### src/rtl/iob_uart_rx_fifo.sv
// rtl/iob_uart_rx_fifo.sv - RS-232 receiver feeding a first-word-fall-through byte FIFO
//
// Deserialises 8N1 frames (8E1 when IOB_UART_RX_PARITY_EN is defined) at a
// programmable baud divisor. Received bytes are queued in a FWFT FIFO and
// presented on a valid/ready stream. rs232_rts_o provides hardware flow control
// towards the peer transmitter.
//
// Optional feature macro: IOB_UART_RX_PARITY_EN (adds PARITY state and parity_err_o)
//
// Ports:
//   clk_i, arst_n_i   clock, asynchronous active-low reset
//   en_i              receiver enable (low forces the FSM to idle, disarmed)
//   div_i             clock cycles per bit (>= 8)
//   rs232_rxd_i       asynchronous serial input, idles high
//   rs232_rts_o       1 = ready to receive (registered)
//   data_o, valid_o   FIFO head byte and non-empty flag
//   ready_i           consumer pop strobe (qualified by valid_o)
//   level_o           FIFO occupancy, 0..2**FIFO_ADDR_W
//   frame_err_o       sticky, stop bit sampled low
//   overflow_o        sticky, byte dropped because FIFO was full with no pop
//   clr_err_i         synchronous clear of the sticky flags
//   parity_err_o      sticky, even-parity mismatch (parity build only)

module iob_uart_rx_fifo #(
  parameter int DIV_W       = 16,
  parameter int FIFO_ADDR_W = 4,
  parameter int RTS_MARGIN  = 4
) (
  input  logic                   clk_i,
  input  logic                   arst_n_i,
  input  logic                   en_i,
  input  logic [DIV_W-1:0]       div_i,
  input  logic                   rs232_rxd_i,
  output logic                   rs232_rts_o,
  output logic [7:0]             data_o,
  output logic                   valid_o,
  input  logic                   ready_i,
  output logic [FIFO_ADDR_W:0]   level_o,
  output logic                   frame_err_o,
  output logic                   overflow_o,
`ifdef IOB_UART_RX_PARITY_EN
  output logic                   parity_err_o,
`endif
  input  logic                   clr_err_i
);

  localparam int DEPTH = 2 ** FIFO_ADDR_W;
  localparam logic [FIFO_ADDR_W:0] DEPTH_L  = (FIFO_ADDR_W+1)'(DEPTH);
  localparam logic [FIFO_ADDR_W:0] MARGIN_L = (FIFO_ADDR_W+1)'(RTS_MARGIN);

  typedef enum logic [2:0] {
    S_IDLE,
    S_START,
    S_DATA,
`ifdef IOB_UART_RX_PARITY_EN
    S_PARITY,
`endif
    S_STOP
  } state_t;

  // ---------------------------------------------------------------------------
  // Input synchroniser; both flops preset to the idle line level
  // ---------------------------------------------------------------------------
  logic rx_meta;
  logic rxs;

  always_ff @(posedge clk_i or negedge arst_n_i) begin
    if (!arst_n_i) begin
      rx_meta <= 1'b1;
      rxs     <= 1'b1;
    end else begin
      rx_meta <= rs232_rxd_i;
      rxs     <= rx_meta;
    end
  end

  // ---------------------------------------------------------------------------
  // Receive FSM
  // ---------------------------------------------------------------------------
  state_t           state, state_d;
  logic [DIV_W-1:0] cnt, cnt_d;
  logic [2:0]       idx, idx_d;
  logic [7:0]       shift, shift_d;
  logic             armed, armed_d;
  logic             push;
  logic             frame_set;
  logic             tick;
  logic [DIV_W-1:0] full_load;
  logic [DIV_W-1:0] half_load;
`ifdef IOB_UART_RX_PARITY_EN
  logic             par_bad, par_bad_d;
  logic             par_set;
`endif

  // div_i is consumed only at load time, so a mid-frame change affects
  // only the bit periods loaded after it.
  assign full_load = div_i - DIV_W'(1);
  assign half_load = (div_i >> 1) - DIV_W'(1);
  assign tick      = (cnt == '0);

  always_ff @(posedge clk_i or negedge arst_n_i) begin
    if (!arst_n_i) begin
      state   <= S_IDLE;
      cnt     <= '0;
      idx     <= '0;
      shift   <= '0;
      armed   <= 1'b0;
`ifdef IOB_UART_RX_PARITY_EN
      par_bad <= 1'b0;
`endif
    end else begin
      state   <= state_d;
      cnt     <= cnt_d;
      idx     <= idx_d;
      shift   <= shift_d;
      armed   <= armed_d;
`ifdef IOB_UART_RX_PARITY_EN
      par_bad <= par_bad_d;
`endif
    end
  end

  always_comb begin
    state_d   = state;
    cnt_d     = cnt;
    idx_d     = idx;
    shift_d   = shift;
    armed_d   = armed;
    push      = 1'b0;
    frame_set = 1'b0;
`ifdef IOB_UART_RX_PARITY_EN
    par_bad_d = par_bad;
    par_set   = 1'b0;
`endif
    if (!en_i) begin
      state_d = S_IDLE;
      armed_d = 1'b0;
    end else begin
      case (state)
        S_IDLE: begin
          // A line held low (break, or after a framing error) must go high
          // before the next falling edge may start a frame.
          if (!armed) begin
            if (rxs) armed_d = 1'b1;
          end else if (!rxs) begin
            cnt_d   = half_load;
            state_d = S_START;
          end
        end
        S_START: begin
          if (!tick) begin
            cnt_d = cnt - DIV_W'(1);
          end else if (rxs) begin
            state_d = S_IDLE;
          end else begin
            cnt_d   = full_load;
            idx_d   = 3'd0;
            state_d = S_DATA;
`ifdef IOB_UART_RX_PARITY_EN
            par_bad_d = 1'b0;
`endif
          end
        end
        S_DATA: begin
          if (!tick) begin
            cnt_d = cnt - DIV_W'(1);
          end else begin
            shift_d = {rxs, shift[7:1]};
            cnt_d   = full_load;
            idx_d   = idx + 3'd1;
            if (idx == 3'd7) begin
`ifdef IOB_UART_RX_PARITY_EN
              state_d = S_PARITY;
`else
              state_d = S_STOP;
`endif
            end
          end
        end
`ifdef IOB_UART_RX_PARITY_EN
        S_PARITY: begin
          if (!tick) begin
            cnt_d = cnt - DIV_W'(1);
          end else begin
            // Even parity: data bits plus parity bit must XOR to 0.
            par_bad_d = (^shift) ^ rxs;
            par_set   = par_bad_d;
            cnt_d     = full_load;
            state_d   = S_STOP;
          end
        end
`endif
        S_STOP: begin
          if (!tick) begin
            cnt_d = cnt - DIV_W'(1);
          end else begin
            if (rxs) begin
`ifdef IOB_UART_RX_PARITY_EN
              push = !par_bad;
`else
              push = 1'b1;
`endif
            end else begin
              frame_set = 1'b1;
              armed_d   = 1'b0;
            end
            state_d = S_IDLE;
          end
        end
        default: state_d = S_IDLE;
      endcase
    end
  end

  // ---------------------------------------------------------------------------
  // FWFT FIFO
  // ---------------------------------------------------------------------------
  logic [7:0]             mem [DEPTH];
  logic [FIFO_ADDR_W-1:0] wr_ptr;
  logic [FIFO_ADDR_W-1:0] rd_ptr;
  logic [FIFO_ADDR_W:0]   level;
  logic [FIFO_ADDR_W:0]   level_d;
  logic                   full;
  logic                   pop;
  logic                   wr_en;
  logic                   ovf_set;

  assign full    = (level == DEPTH_L);
  assign valid_o = (level != '0);
  assign pop     = valid_o && ready_i;
  // A simultaneous pop frees the slot, so a push into a full FIFO still lands.
  assign wr_en   = push && (!full || pop);
  assign ovf_set = push && full && !pop;

  always_comb begin
    level_d = level;
    if (wr_en && !pop)      level_d = level + (FIFO_ADDR_W+1)'(1);
    else if (!wr_en && pop) level_d = level - (FIFO_ADDR_W+1)'(1);
  end

  always_ff @(posedge clk_i) begin
    if (wr_en) mem[wr_ptr] <= shift;
  end

  always_ff @(posedge clk_i or negedge arst_n_i) begin
    if (!arst_n_i) begin
      wr_ptr      <= '0;
      rd_ptr      <= '0;
      level       <= '0;
      rs232_rts_o <= 1'b0;
    end else begin
      if (wr_en) wr_ptr <= wr_ptr + FIFO_ADDR_W'(1);
      if (pop)   rd_ptr <= rd_ptr + FIFO_ADDR_W'(1);
      level       <= level_d;
      rs232_rts_o <= (DEPTH_L - level_d) > MARGIN_L;
    end
  end

  // Head byte is masked while empty so the output reads 0 out of reset.
  assign data_o  = valid_o ? mem[rd_ptr] : 8'h00;
  assign level_o = level;

  // ---------------------------------------------------------------------------
  // Sticky error flags (set wins over clear)
  // ---------------------------------------------------------------------------
  always_ff @(posedge clk_i or negedge arst_n_i) begin
    if (!arst_n_i) begin
      frame_err_o  <= 1'b0;
      overflow_o   <= 1'b0;
`ifdef IOB_UART_RX_PARITY_EN
      parity_err_o <= 1'b0;
`endif
    end else begin
      if (frame_set)      frame_err_o <= 1'b1;
      else if (clr_err_i) frame_err_o <= 1'b0;
      if (ovf_set)        overflow_o  <= 1'b1;
      else if (clr_err_i) overflow_o  <= 1'b0;
`ifdef IOB_UART_RX_PARITY_EN
      if (par_set)        parity_err_o <= 1'b1;
      else if (clr_err_i) parity_err_o <= 1'b0;
`endif
    end
  end

endmodule

### config.mk
export PLATFORM = sky130hd
export DESIGN_NAME = iob_uart_rx_fifo
export DESIGN_NICKNAME = d
export VERILOG_FILES = /design/src/rtl/iob_uart_rx_fifo.sv
export SDC_FILE = /design/constraint.sdc
export NUM_CORES = 1
export LEC_CHECK = 0
export BUFFER_PORTS_ARGS = -buffer_cell sky130_fd_sc_hd__buf_2
export CAP_MARGIN = 20
export CORE_ASPECT_RATIO = 1.4
export CORE_MARGIN = 3
export CORE_UTILIZATION = 42
export CTS_CLUSTER_SIZE = 12
export DETAILED_ROUTE_END_ITERATION = 6
export PLACE_DENSITY_LB_ADDON = 0.2
export SLEW_MARGIN = 0
export SYNTH_ARGS = -nofsm -noshare
export SYNTH_HDL_FRONTEND = slang
export SYNTH_SLANG_ARGS = --single-unit
export TNS_END_PERCENT = 50
### constraint.sdc
create_clock -name clk_i -period 3.1 [get_ports clk_i]
set_input_delay 0.465 -clock clk_i [delete_from_list [all_inputs] [get_ports clk_i]]
set_output_delay 0.465 -clock clk_i [all_outputs]
set_load 0.02 [all_outputs]
# Word level (Yosys, flattened, before mapping)
# Memory sizes are Yosys's and may differ from the RTL's.
# Index checks and enable logic that the tools add are counted.
# classes
add_sub_neg	9
order_cmp	1
eq_ne	20
muxes	41
reduce_logical	22
# ops
cell	n
$mux 16	6
$pmux 16 s4	1
$sub 16x1->16 const B	2
$mux 3	10
$ne 3x3->1 const B	8
$mux 1	17
$logic_not 16->1	1
$sub 15x1->16 const B	1
$ne 2x2->1 const B	6
$pmux 3 s4	1
$reduce_and 6->1	2
$mux 5	2
$add 4x1->4 const B	2
$mux 8	1
$eq 3x2->1 const B	2
$logic_and 1x1->1	6
$pmux 3 s2	1
$reduce_and 3->1	2
$reduce_bool 2->1	3
$add 5x1->5 const B	1
$eq 5x5->1 const B	1
$gt 5x3->1 const B	1
$reduce_and 5->1	1
$reduce_bool 5->1	1
12 further kinds	14
# totals
regBits	49
mem_bits_rw	128
output_inout_bits	17
word_cells	107
mem_count	1
# mem_list
name	words	word_bits	rd	rd_clocked_by_memory_dff	write_ports	line_no	rtl
mem	16	8	1	0	1	218	logic [7:0] mem [DEPTH];

# Logic depth before layout (Yosys ltp)
# Gate-level depths: netlist of run 1.
# depth
ltp_word	11
depth_mapped	10
ltp_nobuf	9

# Least setup slack after synthesis of run 1
# Ideal clock, no wire load.
# synth_timing
kind	reg2reg
from	register cnt[0]
to	memory mem[1][0], enable pin
setup_ns	0.398
arrival_ns	2.575
required_time_ns	2.702
path_slack_ns	0.128
stages_incl_launch_ff	8
path_buffers	1
period_less_slack_ns	2.972
path_cell_list	dfrtp_1 > inv_1 > ha_1 > nor4b_1 > and3_1 > clkbuf_1 > nand3_1 > nor4b_1
# synth_via
elab_chain_cells	7
# synth_rtl
element	line_no	rtl
start: declaration	81	logic [DIV_W-1:0] cnt, cnt_d;
start signal: assignment	113	cnt <= cnt_d;
$logic_not 16->1	99	assign tick = (cnt == '0);
$mux 1	194	if (!tick) begin
$mux 1	139	case (state)
$mux 1	135	if (!en_i) begin
$logic_and 1x1->1	232	assign wr_en = push && (!full || pop);
$mux 1	242	if (wr_en) mem[wr_ptr] <= shift;
$mux 1 (implied by the code)	242	
end: declaration	218	
# No other way between the ends.

# Worst setup path after layout of run 1
# layout_timing
from	register rd_ptr[0]
to	output data_o[5]
# layout_via
elab_chain_cells	2
# layout_rtl
element	line_no	rtl
start: declaration	220	logic [FIFO_ADDR_W-1:0] rd_ptr;
start signal: assignment	253	if (pop) rd_ptr <= rd_ptr + FIFO_ADDR_W'(1);
$mem_v2 16x8	-	
$mux 8	260	assign data_o = valid_o ? mem[rd_ptr] : 8'h00;
end: declaration	35	output logic [7:0] data_o,
# No other way between the ends.

==> results.md, run 1 <==
- Setup total negative slack on the finished layout was measured at 0 ns.
- The top cell types in the final layout, fill and taps aside, are sky130_fd_sc_hd__edfxtp_1 (128), sky130_fd_sc_hd__nand2_1 (79), sky130_fd_sc_hd__dfrtp_1 (45).
- The most common library cell in the layout ignoring fill and taps is sky130_fd_sc_hd__edfxtp_1.
- For this configuration, the core starts out at a cell density of 42.8%.
- The number of cells in the finished layout apart from fillers is 960.
- The detailed-route DRC error count is 0.
- Hold timing on the final database bottoms out at a slack of 0.134 ns.
- Clock-pin slew was measured on the worst setup and hold paths at 0.08 ns.
- The number of slew-limit violations in the final report is 0.
- When the netlist entered floorplanning its net count stood at 688.
- Synthesis inferred 176 register bits.
- The met2 usage in global routing is 33.8%.
- Of all nets on the critical path, the largest fanout is 35.
- The floorplan step defined a core boundary enclosing 19900 um2.
- The first global-routing pass estimated 31.5 mm of wire.
- After synthesis, the netlist uses 62 different library cells.
- The Yosys warning count is 0.
- In the synthesized netlist the dominant register cell turns out to be sky130_fd_sc_hd__edfxtp_1.
- The half-perimeter wire length after placement is 13.8 mm.
- The die covers 22100 um2.
- The first detailed-routing pass ran for 5 iterations.
- In this run the number of cells on the critical path is 5.
- The cell family contributing the most delay on the critical path is multiplexers.
- At the worst endpoint, the arrival time is 2.49 ns.
- The number of antenna violations at the first check in global routing was 0.
- The number of placement rows is 61.
- The met1 usage is 21.2%.
- By instance count, the cell type seen most on the critical path is sky130_fd_sc_hd__mux4_2.
- The peak ir drop on the vdd network is 0.000379 V.
- Entering global routing, the biggest net connects 36 pins.
- The final routed wirelength across all metal layers is 19.2 mm.
- The average instance in the mapped netlist occupies 13.2 um2.
- By area the synthesized netlist is led by sky130_fd_sc_hd__edfxtp_1 (45%), sky130_fd_sc_hd__dfrtp_1 (14%), sky130_fd_sc_hd__mux4_2 (11%), sky130_fd_sc_hd__nand2_1 (3.5%), sky130_fd_sc_hd__ha_1 (2.9%).
- CTS placed an instance of sky130_fd_sc_hd__clkbuf_16 at the clock tree root.
- The area added between synthesis and finish is 14.4%.
- For the finished layout, the period the worst path requires is 2.96 ns.
- After technology mapping, the gate count stands at 646.
- The ratio of routed vias to standard cells is 5.65.
- The number of clock buffers inserted by TritonCTS is 17.
- For the worst-skew pair, the clock arrives at the later sink with an insertion delay of 0.42 ns.
- STA classifies the critical path endpoint as an output pin.
- The total power consumption of the routed design is 7.23 mW.
- The analysis attributes to cell leakage a power of 3.65 nW.
- STA classifies the critical path startpoint as a flop.
- The worst path uses 95.5% of the clock period.
- Port buffering added 38 buffers.
- The cell area after layout is 9750 um2.
- Once layout is complete, the utilization of the core stands at 48.9%.
- The number of cells on the worst reg-to-reg path is 9.
- In this run the most used layer during global routing was met2.
- In this run the vertical extent of the chip is 175 um.
- The count of final hold-check violations came to 0.
- Summing all placed instances gives a cell area of 9140 um2.
- The number of buffers and inverters on the critical path is 2.
- The number of buffers added for setup after CTS is 0.
- The path class of the lowest-slack min-delay path is input pin to flop.
- Routability-driven placement finished with a final weighted congestion of 0.854.
- The deepest clock path buffer count is 2.
- The count of pins on the block boundary is 39.
- The worst register-to-register path ends at mem[13][3].
- Power spread over the standard cell area amounts to 742 nW/um2.
- After detailed placement, the design holds a cell count of 927.
- The master of the slowest instance on the critical path is sky130_fd_sc_hd__mux4_2.
- At the worst endpoint, the required time is 2.63 ns.
- The total congestion overflow after global routing is 0.
- The cell area that synthesis handed to floorplanning was 8520 um2.
- The startpoint of the worst setup timing path is rd_ptr[0].
- The critical path ends at data_o[5].
- The overall fraction of global-route tracks in use is 18.2%.
- In this design, the stage delay of the slowest critical-path cell is 0.56 ns.
- Across the run, the number of max-cap violations was 0.
- The via count of the first global-routing pass is 5847.
- After the first detailed-routing iteration, the DRC count stood at 417.
- Counting flops with a built-in enable in the synthesized netlist gives 128.
- Summed over its instances, the top area cell type makes up 45.1% of the synthesized netlist area.
- Setup violations remaining at the end of the flow were counted as 0.
- For the final database, setup skew stands at 0.0183 ns.
- The run finished with clean final reports.
- The category of the critical setup timing path is flop to output pin.
- The floorplan step set the die width to 126 um.
- The transition at the pin with the smallest max-transition slack is 0.695 ns.
- In the global route stage, met3 resource usage came out at 2.52%.
- The fill cell total of the finished layout is 1770.
- The number of nets in the finished design is 737.
- Counting every sink on the clock net gives 176.
- The signal on the critical path passes through buf_12, mux4_2, mux4_2, and2_1, buf_2.
- The H-tree generated during clock tree synthesis spans 4 levels.
- The final worst-path setup slack is 0.141 ns.
- The vias after detailed routing is 5421.
- The repair_antennas step left the layout with diodes totalling 0.
- The routed length per placed instance is 19.9 um.
- The setup slack at placement is 0.191 ns.
- The final antenna-violating net count is 0.
- The worst pin sits at a relative slew slack of 53.5%.
- The largest total area in the synthesized netlist belongs to sky130_fd_sc_hd__edfxtp_1.
- The startpoint identified for the worst register-to-register timing path is cnt[0].
- TritonCTS built the clock tree.
- The fraction of layout instances using a drive strength above 1 is 21.5%.
- The fraction of registers with async set or reset after synthesis is 27.3%.
- The slack of the worst reg-to-reg path is 0.37 ns.
- Setup repair after global routing left no endpoint under its margin.
- The maximum clock rate is 338 MHz.
- Sequential elements use 59.2% of the synthesized area.
worst register-to-register path, cell delays in order, from the launching register on:
cell	delay (ns)
sky130_fd_sc_hd__dfrtp_1	0.40
sky130_fd_sc_hd__inv_1	0.12
sky130_fd_sc_hd__ha_1	0.20
sky130_fd_sc_hd__nor4b_2	0.32
sky130_fd_sc_hd__nand3_1	0.32
sky130_fd_sc_hd__nor3_1	0.35
sky130_fd_sc_hd__buf_4	0.20
sky130_fd_sc_hd__and3_1	0.20
sky130_fd_sc_hd__and2_1	0.13
sky130_fd_sc_hd__buf_4	0.19
synthesized netlist by cell type (2+ instances only):
| cell | number |
|---|---|
| sky130_fd_sc_hd__a32o_1 | 2 |
| sky130_fd_sc_hd__dfstp_2 | 2 |
| sky130_fd_sc_hd__and2_1 | 18 |
| sky130_fd_sc_hd__clkbuf_1 | 30 |
| sky130_fd_sc_hd__and3_1 | 7 |
| sky130_fd_sc_hd__o21ai_0 | 26 |
| sky130_fd_sc_hd__nand3_1 | 17 |
| sky130_fd_sc_hd__nor4b_1 | 3 |
| sky130_fd_sc_hd__ha_1 | 20 |
| sky130_fd_sc_hd__mux2i_1 | 2 |
| sky130_fd_sc_hd__and4_1 | 2 |
| sky130_fd_sc_hd__nand3b_1 | 2 |
| sky130_fd_sc_hd__nand4b_1 | 3 |
| sky130_fd_sc_hd__nand4_1 | 13 |
| sky130_fd_sc_hd__a211oi_1 | 6 |
| sky130_fd_sc_hd__a32oi_1 | 4 |
| sky130_fd_sc_hd__o32ai_1 | 3 |
| sky130_fd_sc_hd__a21boi_0 | 2 |
| sky130_fd_sc_hd__nor3_1 | 10 |
| sky130_fd_sc_hd__or4_4 | 2 |
| sky130_fd_sc_hd__nor4_1 | 11 |
| sky130_fd_sc_hd__buf_1 | 5 |
| sky130_fd_sc_hd__xnor2_1 | 28 |
| sky130_fd_sc_hd__a21oi_1 | 21 |
| sky130_fd_sc_hd__dfrtp_1 | 46 |
| sky130_fd_sc_hd__nand2_1 | 79 |
| sky130_fd_sc_hd__nor2b_1 | 5 |
| sky130_fd_sc_hd__or3_1 | 2 |
| sky130_fd_sc_hd__inv_1 | 23 |
| sky130_fd_sc_hd__o211ai_1 | 5 |
| sky130_fd_sc_hd__xor2_1 | 15 |
| sky130_fd_sc_hd__a22o_1 | 2 |
| sky130_fd_sc_hd__edfxtp_1 | 128 |
| sky130_fd_sc_hd__o2111ai_1 | 3 |
| sky130_fd_sc_hd__mux4_2 | 40 |
| sky130_fd_sc_hd__nor2_1 | 32 |
| sky130_fd_sc_hd__a221oi_1 | 2 |
power breakdown:
| part | internal, mW | switching [mW] | total, mW | leakage, nW |
|---|---|---|---|---|
| clock | 1.15 | 0.960 | 2.11 | 0.289 |
| combinational | 0.969 | 1.18 | 2.15 | 1.47 |
| sequential | 2.67 | 0.306 | 2.98 | 1.89 |
| total | 4.79 | 2.45 | 7.23 | 3.65 |
state kept, by name, summed over array words and instances, names as in the netlist, 2 cells and up:
signal	flops
level_o	5
state	2
mem	128
shift	8
rd_ptr	4
idx	3
cnt	16
wr_ptr	4
layer usage:
layer  wire [um]  share of wire [%]
met1        7700                 40
met2       10600                 55
met3         469                2.4
met4         365                1.9
met5           0                  0
worst min-delay path by stage:
stage | startpoint | cells after the start | endpoint | slack, ns
final | rs232_rxd_i | 1 | rx_meta | 0.13
after detailed placement | rx_meta | 0 | rxs | 0.35
after floorplan | arst_n_i | 0 | armed | 0.17
after global routing | rs232_rxd_i | 1 | rx_meta | 0.11
after CTS | rs232_rxd_i | 1 | rx_meta | 0.12
after global placement | rx_meta | 0 | rxs | 0.35
cell families (layout without fill, tap and decap cells):
| kind of cell | Yosys count | after routing | synth area share (%) |
|---|---|---|---|
| xor+xnor | 43 | 43 | 4.42 |
| fa+ha+maj | 20 | 20 | 2.94 |
| simple gates | 215 | 215 | 12.8 |
| mux | 43 | 43 | 10.9 |
| compound gates | 90 | 90 | 7.00 |
| buf+inv | 59 | 121 | 2.69 |
| flops | 176 | 176 | 59.2 |
layout make-up:
| cell class | instances | area [um2] | area share [%] |
|---|---|---|---|
| inverters | 23 | 86.3 | 0.886 |
| repair buffers | 66 | 428 | 4.39 |
| flip-flops and latches | 176 | 5050 | 51.8 |
| multi-input cells | 411 | 3280 | 33.7 |
| well taps | 252 | 315 | 3.23 |
| clock buffers | 17 | 425 | 4.36 |
| clock inverters | 15 | 160 | 1.64 |
repair_timing:
item | CTS | global route
hold buffers | 1 | 0
resized for setup | 0 | 2
endpoints found under the hold margin | 13 | 0
setup endpoints to repair | 0 | 70
(Power assumes the default switching activity.)
==> run 2: changes to the inputs <==
--- a/config.mk
+++ b/config.mk
@@ -12,7 +12,7 @@
 export CORE_UTILIZATION = 42
 export CTS_CLUSTER_SIZE = 12
 export DETAILED_ROUTE_END_ITERATION = 6
-export PLACE_DENSITY_LB_ADDON = 0.2
+export PLACE_DENSITY_LB_ADDON = 0.05
 export SLEW_MARGIN = 0
 export SYNTH_ARGS = -nofsm -noshare
 export SYNTH_HDL_FRONTEND = slang
==> run 2 against run 1 <==
Compared with the run above:
- critical path type unchanged
- die area did not move
- sequential power is essentially flat
- total power is 2.0% higher
- first-iteration DRC count shrank 8.9%
- cell area grew 1.0%
- fmax shrank 0.62%
- sequential share of layout area shrank 0.53 points
- critical path depth unchanged
- utilization is 0.50 points higher
- clock power is 2% higher
- worst setup slack worse by 0.018 ns
- largest power group unchanged
- wire length grew 6.5%
==> results.md, run 2 (synthesis results as in run 1) <==
- The clock-pin transition on the worst setup and hold timing paths is 0.07 ns.
- The root buffer cell chosen for the clock tree is sky130_fd_sc_hd__clkbuf_16.
- Leaving out fill and tap cells, the most frequent cells in the layout are sky130_fd_sc_hd__edfxtp_1 (128), sky130_fd_sc_hd__nand2_1 (79), sky130_fd_sc_hd__dfrtp_1 (45).
- Of the cells placed in the final design, the portion with a size suffix greater than 1 is 22.8%.
- The die is 126 um wide.
- After global routing the overflow that remains totals 0.
- The maximum clock rate is 336 MHz.
- Across the run, the number of max-cap violations was 0.
- The count of nets left with antenna violations once routing finished came out at 0.
- At the pin with the least slew margin, the transition time is 0.743 ns.
- The most flop-heavy register is mem.
- The CTS tree is built.
- The worst hold slack is 0.0668 ns.
- In the final layout, the registers with the most flip-flops are mem: 128 flops, cnt: 16 flops, shift: 8 flops.
- The library cell used most frequently in the layout, excluding fill and tap cells, is sky130_fd_sc_hd__edfxtp_1.
- After floorplanning, the core was sized to cover 19900 um2.
- Data on the critical path arrives at its endpoint at 2.51 ns.
- After layout, the minimum clock period comes to 2.98 ns.
- The count of final hold-check violations is 0.
- Setup violations remaining at the end of the flow were counted as 0.
- The count of TritonRoute iterations in the first routing pass is 4.
- For the worst setup path, the data required time is 2.63 ns.
- The depth of the CTS H-tree is 4.
- Summed over all layers, the routed wires come to 20.4 mm.
- The via count of the first global-routing pass is 5652.
- The initial standard-cell utilization of the core is 42.8%.
- The number of antenna violations at the first check in global routing is 0.
- The number of clock buffers inserted by TritonCTS is 17.
- Across every metal layer, demand over resource in global routing totals 19.2%.
- Clock latency on the worst-skew pair, taken at its later pin, is 0.43 ns.
- The fill cell total of the finished layout is 1740.
- The power density over the cells is 749 nW/um2.
- The run finished with clean final reports.
- Dividing the detail-routed via count by the number of cells gives 5.57.
- The worst max-slew margin expressed relative to the limit is 50.3%.
- The detailed router placed 5403 vias in this run.
- Buffers inserted to repair hold after CTS numbered 0.
- In the final design database the tool counted 747 nets.
- The maximum clock skew at final layout is 0.00852 ns.
- The analysis attributes to cell leakage a power of 3.71 nW.
- The critical path in this run is classified as flop to output pin.
- The port buffer count is 38.
- Routability-driven placement finished with a final weighted congestion of 0.837.
- The count of pins on the block boundary is 39.
- The wire length of the first global-routing pass is 32.2 mm.
- The die area is 22100 um2.
- Dividing the detail-routed wire length by the instance count gives 21.0 um.
- The worst setup path is launched from a flop.
- From synthesis to final layout, the design area changed by 15.5%.
- The nature of the critical path endpoint is an output pin.
- Post-CTS repair changed the size of 0 cells.
- The number of buffers added for setup after CTS is 0.
- The post-route clock period utilization is 96.1%.
- The initialized floorplan defines 61 standard-cell rows.
- The path class of the lowest-slack min-delay path is input pin to asynchronous set/reset pin.
- Setup total negative slack on the finished layout was measured at 0 ns.
- The number of slew-limit violations in the final report is 0.
- The number of antenna diodes is 0.
- The number of flip-flops in the largest register is 128.
- Entering global routing, the biggest net connects 30 pins.
- Once placement completed, the tool counted placed cells totaling 936.
- VDD sags by at most 0.000445 V.
- Setup repair after global routing left no endpoint under its margin.
- Once detailed placement completed, the half-perimeter wirelength came to 14.8 mm.
- Measured along the y axis, the die boundary spans 175 um.
- Counting along the longest clock path gives a buffer depth of 2.
- The tree built by TritonCTS fans out to 176 sinks.
- For this run, design rule violations remaining after detail routing come to 0.
- The first-iteration detailed-routing DRC count is 380.
- The maximum fanout along the worst path is 8.
- The number of cells in the finished layout apart from fillers is 970.
run 2: cell count changes in the layout (fill, tap and decap cells not counted), sizes merged:
| cell | change |
|---|---|
| buf | +11 |
| inv | -6 |
| clkinv | +4 |
| bufinv | +1 |
| clkinvlp | +1 |
| dlygate4sd3 | -1 |
run 2: metal layers:
metal	global-route usage (%)	wire length (um)	vias up
li1	-	-	2560
met1	21.0	7690	2718
met2	37.1	11800	98
met3	3.04	459	27
met4	6.44	452	0
met5	0	0	-
run 2: path summary, 6_finish.rpt:
kind | start | end | slack [ns] | cells past startpoint
setup / recovery | rd_ptr[0] | data_o[0] | 0.12 | 5
hold / removal | arst_n_i | overflow_o | 0.07 | 1
setup reg to reg | cnt[0] | mem[13][5] | 0.34 | 7
hold reg to reg | rx_meta | rxs | 0.36 | 0
max in group asynchronous | arst_n_i | rxs | 2.22 | 2
min in group clk_i | rs232_rxd_i | rx_meta | 0.13 | 1
run 2: final cells by class:
class                      count  area (um2)  area share (%)
sequential                   176        5050            51.3
clock inverter                15         181            1.84
timing repair buffer          76         513            5.21
tap                          252         315            3.20
multi-input combinational    411        3280            33.3
inverter                      23        86.3           0.877
clock buffer                  17         425            4.32
run 2: worst max-delay path, stage by stage, from the launching register on:
cell	delay [ns]
sky130_fd_sc_hd__dfrtp_2	0.49
sky130_fd_sc_hd__buf_4	0.26
sky130_fd_sc_hd__mux4_2	0.54
sky130_fd_sc_hd__mux4_2	0.48
sky130_fd_sc_hd__and2_1	0.17
sky130_fd_sc_hd__buf_2	0.15
run 2: power by group:
group | total [mW] | switching, mW | internal, mW
combinational | 2.21 | 1.19 | 1.02
sequential | 3.01 | 0.341 | 2.67
clock | 2.16 | 0.945 | 1.21
run 2: through the flow:
stage	instance area (um2)	utilization, %	power [mW]	worst slack (ns)
after floorplan	8520	-	4.57	0.128
after global placement	9230	46.3	5.24	0.438
after detailed placement	9230	46.3	5.27	0.343
after CTS	9830	49.4	7.44	0.0417
after global routing	9850	49.4	7.78	0.0330
final	9850	49.4	7.38	0.122
==> run 3: changes to the inputs <==
==> constraint.sdc (replaced) <==
create_clock -name clk_i -period 3.9 [get_ports clk_i]
set_input_delay 0.585 -clock clk_i [delete_from_list [all_inputs] [get_ports clk_i]]
set_output_delay 0.585 -clock clk_i [all_outputs]
set_load 0.02 [all_outputs]
==> run 3 against run 2 <==
Compared with the run above:
- combinational power fell by 24%
- die area did not move
- clock skew rose by 0.0081 ns
- clock-buffer cell count rose by 1
- sequential share of layout area rose by 1.1 points
- cell count fell by 2.5%
- via count fell by 1.1%
- wire length fell by 2.2%
- worst setup slack improved by 0.47 ns
- cell area fell by 2.1%
- utilization fell by 1.0 points
- flip-flop and latch count did not move
- critical path type unchanged
- highest routed layer unchanged
==> results.md, run 3 (synthesis results as in run 1) <==
- From left edge to right edge, the die measures 126 um.
- The fraction of layout instances using a drive strength above 1 is 20.0%.
- The initial utilization of the core area, before any placement, comes to 42.8%.
- In the final routed layout, each cell accounts on average for 21.1 um.
- The number of max-cap violations is 0.
- The startpoint kind of the worst setup timing path is a flop.
- The leakage power summed over all cells is 3.54 nW.
- The count of final hold-check violations is 0.
- The number of clock sinks seen by CTS is 176.
- The most flop-heavy register is mem.
- The number of buffers added to fix hold violations after cts is 0.
- Walking the worst path, the cells encountered are buf_12, mux4_2, mux4_2, and2_1, buf_2.
- In the layout the commonest cells are sky130_fd_sc_hd__edfxtp_1 (128), sky130_fd_sc_hd__nand2_1 (79), sky130_fd_sc_hd__dfrtp_1 (45).
- The final routed wirelength across all metal layers is 20.0 mm.
- The via count of the first global-routing pass is 5612.
- Global routing consumed, over all layers together, 18.9% of the routing resources.
- STA puts the critical path data arrival time at 2.73 ns.
- TritonCTS built the clock tree.
- The number of flip-flops in the largest register is 128.
- The final antenna-violating net count is 0.
- The number of slew-limit violations in the final report was 0.
- The cell chosen for the clock root is sky130_fd_sc_hd__clkbuf_16.
- The worst hold slack is 0.212 ns.
- The clock-pin transition on the worst setup and hold timing paths is 0.07 ns.
- The maximum fanout along the worst path is 16.
- The deepest clock path buffer count is 2.
- The total area inside the core boundary comes to 19900 um2.
- Counting stages on the worst path, the most repeated cell is sky130_fd_sc_hd__mux4_2.
- Counting the fill cells in the layout gives 1746.
- The run finished with clean final reports.
- Among all stages on the critical path, the largest delay is contributed by sky130_fd_sc_hd__dfrtp_2.
- The first-iteration detailed-routing DRC count is 369.
- The number of clock buffers inserted by TritonCTS is 17.
- The maximum clock rate is 302 MHz.
- Leaving out fill and tap cells, the most frequent cell in the layout is sky130_fd_sc_hd__edfxtp_1.
- The maximum clock skew at final layout is 0.0166 ns.
- The nature of the critical path endpoint is an output pin.
- The wire length of the first global-routing pass is 31.8 mm.
- The half-perimeter wire length after placement is 14.6 mm.
- The minimum clock period after layout is 3.31 ns.
- The power density over the cells is 599 nW/um2.
- In this run the count of I/O pins placed on the die edge is 39.
- The ratio of routed vias to standard cells is 5.65.
- Global routing finished with a remaining overflow of 0.
- The number of gates resized after CTS was 0.
- The final critical path takes up 84.9% of the cycle.
- The number of antenna violations at the first check in global routing is 0.
- The largest registers in the layout are mem: 128 flops, cnt: 16 flops, shift: 8 flops.
- The count of TritonRoute iterations in the first routing pass is 5.
- The number of antenna diodes is 0.
- The vias after detailed routing is 5346.
- The area growth from synthesis to layout is 13.1%.
- After detailed routing, the number of remaining DRC violations is 0.
- STA puts the critical path data required time at 3.31 ns.
- The clock network latency to the later pin of the worst-skew pair is 0.42 ns.
- In this run the post-CTS setup repair buffer count came out at 0.
- The transition at the pin with the smallest max-transition slack is 1.07 ns.
- IR analysis of the VDD net gives a maximum drop of 0.000317 V.
- The path class of the lowest-slack min-delay path is input pin to asynchronous set/reset pin.
- The number of placement rows is 61.
- The port buffer count is 38.
- Setup repair after global routing left no endpoint under its margin.
- The weighted congestion at the end of routability-driven global placement is 0.824.
- The H-tree was split into 4 levels.
- In the final timing run, aggregate negative setup slack is 0 ns.
- Measured against its own limit, the worst slew margin works out to 28.9%.
- The die area is 22100 um2.
- For this run, the post-layout net count is 723.
- The critical path is of the flop to output pin type.
- Setup violations remaining at the end of the flow were counted as 0.
- For this run, the slowest stage of the critical path takes 0.67 ns.
- Entering global routing, the biggest net connects 30 pins.
- Measured along the y axis, the die boundary spans 175 um.
[run 3: cell types whose count changed in the layout (fill, tap and decap cells not counted), sizes merged]
cell	delta
clkinv	-4
buf	-24
clkbuf	+1
bufinv	-1
clkinvlp	-1
inv	+5
[run 3: cell type report]
type	count	area [um2]	share of cell area (%)
clock inverters	14	161	1.67
multi-input cells	411	3280	34.0
inverters	23	86.3	0.896
repair buffers	52	320	3.32
well taps	252	315	3.27
clock buffers	18	429	4.45
flip-flops and latches	176	5050	52.4
[run 3: power by group]
part / total, mW / internal (mW) / switching [mW]
Clock: 1.69 / 0.917 / 0.771
Sequential: 2.41 / 2.12 / 0.293
Combinational: 1.67 / 0.765 / 0.907
[run 3: final timing paths]
path / start / endpoint / slack (ns) / depth (start not counted)
min: arst_n_i / level_o[3] / 0.21 / 1
min reg2reg: rx_meta / rxs / 0.36 / 0
min in group clk_i: rs232_rxd_i / rx_meta / 0.25 / 1
max: rd_ptr[0] / data_o[7] / 0.59 / 5
max reg2reg: cnt[0] / mem[11][7] / 0.70 / 8
max in group asynchronous: arst_n_i / rxs / 2.88 / 2
[run 3: metal layers]
metal	routed length (um)	up-vias	global-route usage (%)
li1	-	2517	-
met3	523	35	3.10
met2	11300	118	35.7
met1	7620	2676	21.0
met5	0	-	0
met4	482	0	6.71
[run 3: critical path, delay by kind of cell (launching register included)]
kind	cells	cell delay (ns)
buffers and inverters	2	0.41
multiplexers	2	1.01
flip-flops	1	0.67
AND/OR/NAND/NOR	1	0.20
[run 3: stage by stage]
step / setup slack (ns) / utilization [%] / instances / power, mW / instance area, um2
detailed placement: 0.738 / 45.4 / 914 / 4.14 / 9050
finish: 0.587 / 48.4 / 946 / 5.77 / 9640
global placement: 0.869 / 45.4 / 914 / 4.13 / 9050
floorplan: 0.887 / - / 646 / 3.63 / 8520
global route: 0.335 / 48.4 / 946 / 6.11 / 9640
CTS: 0.499 / 48.4 / 946 / 5.84 / 9640
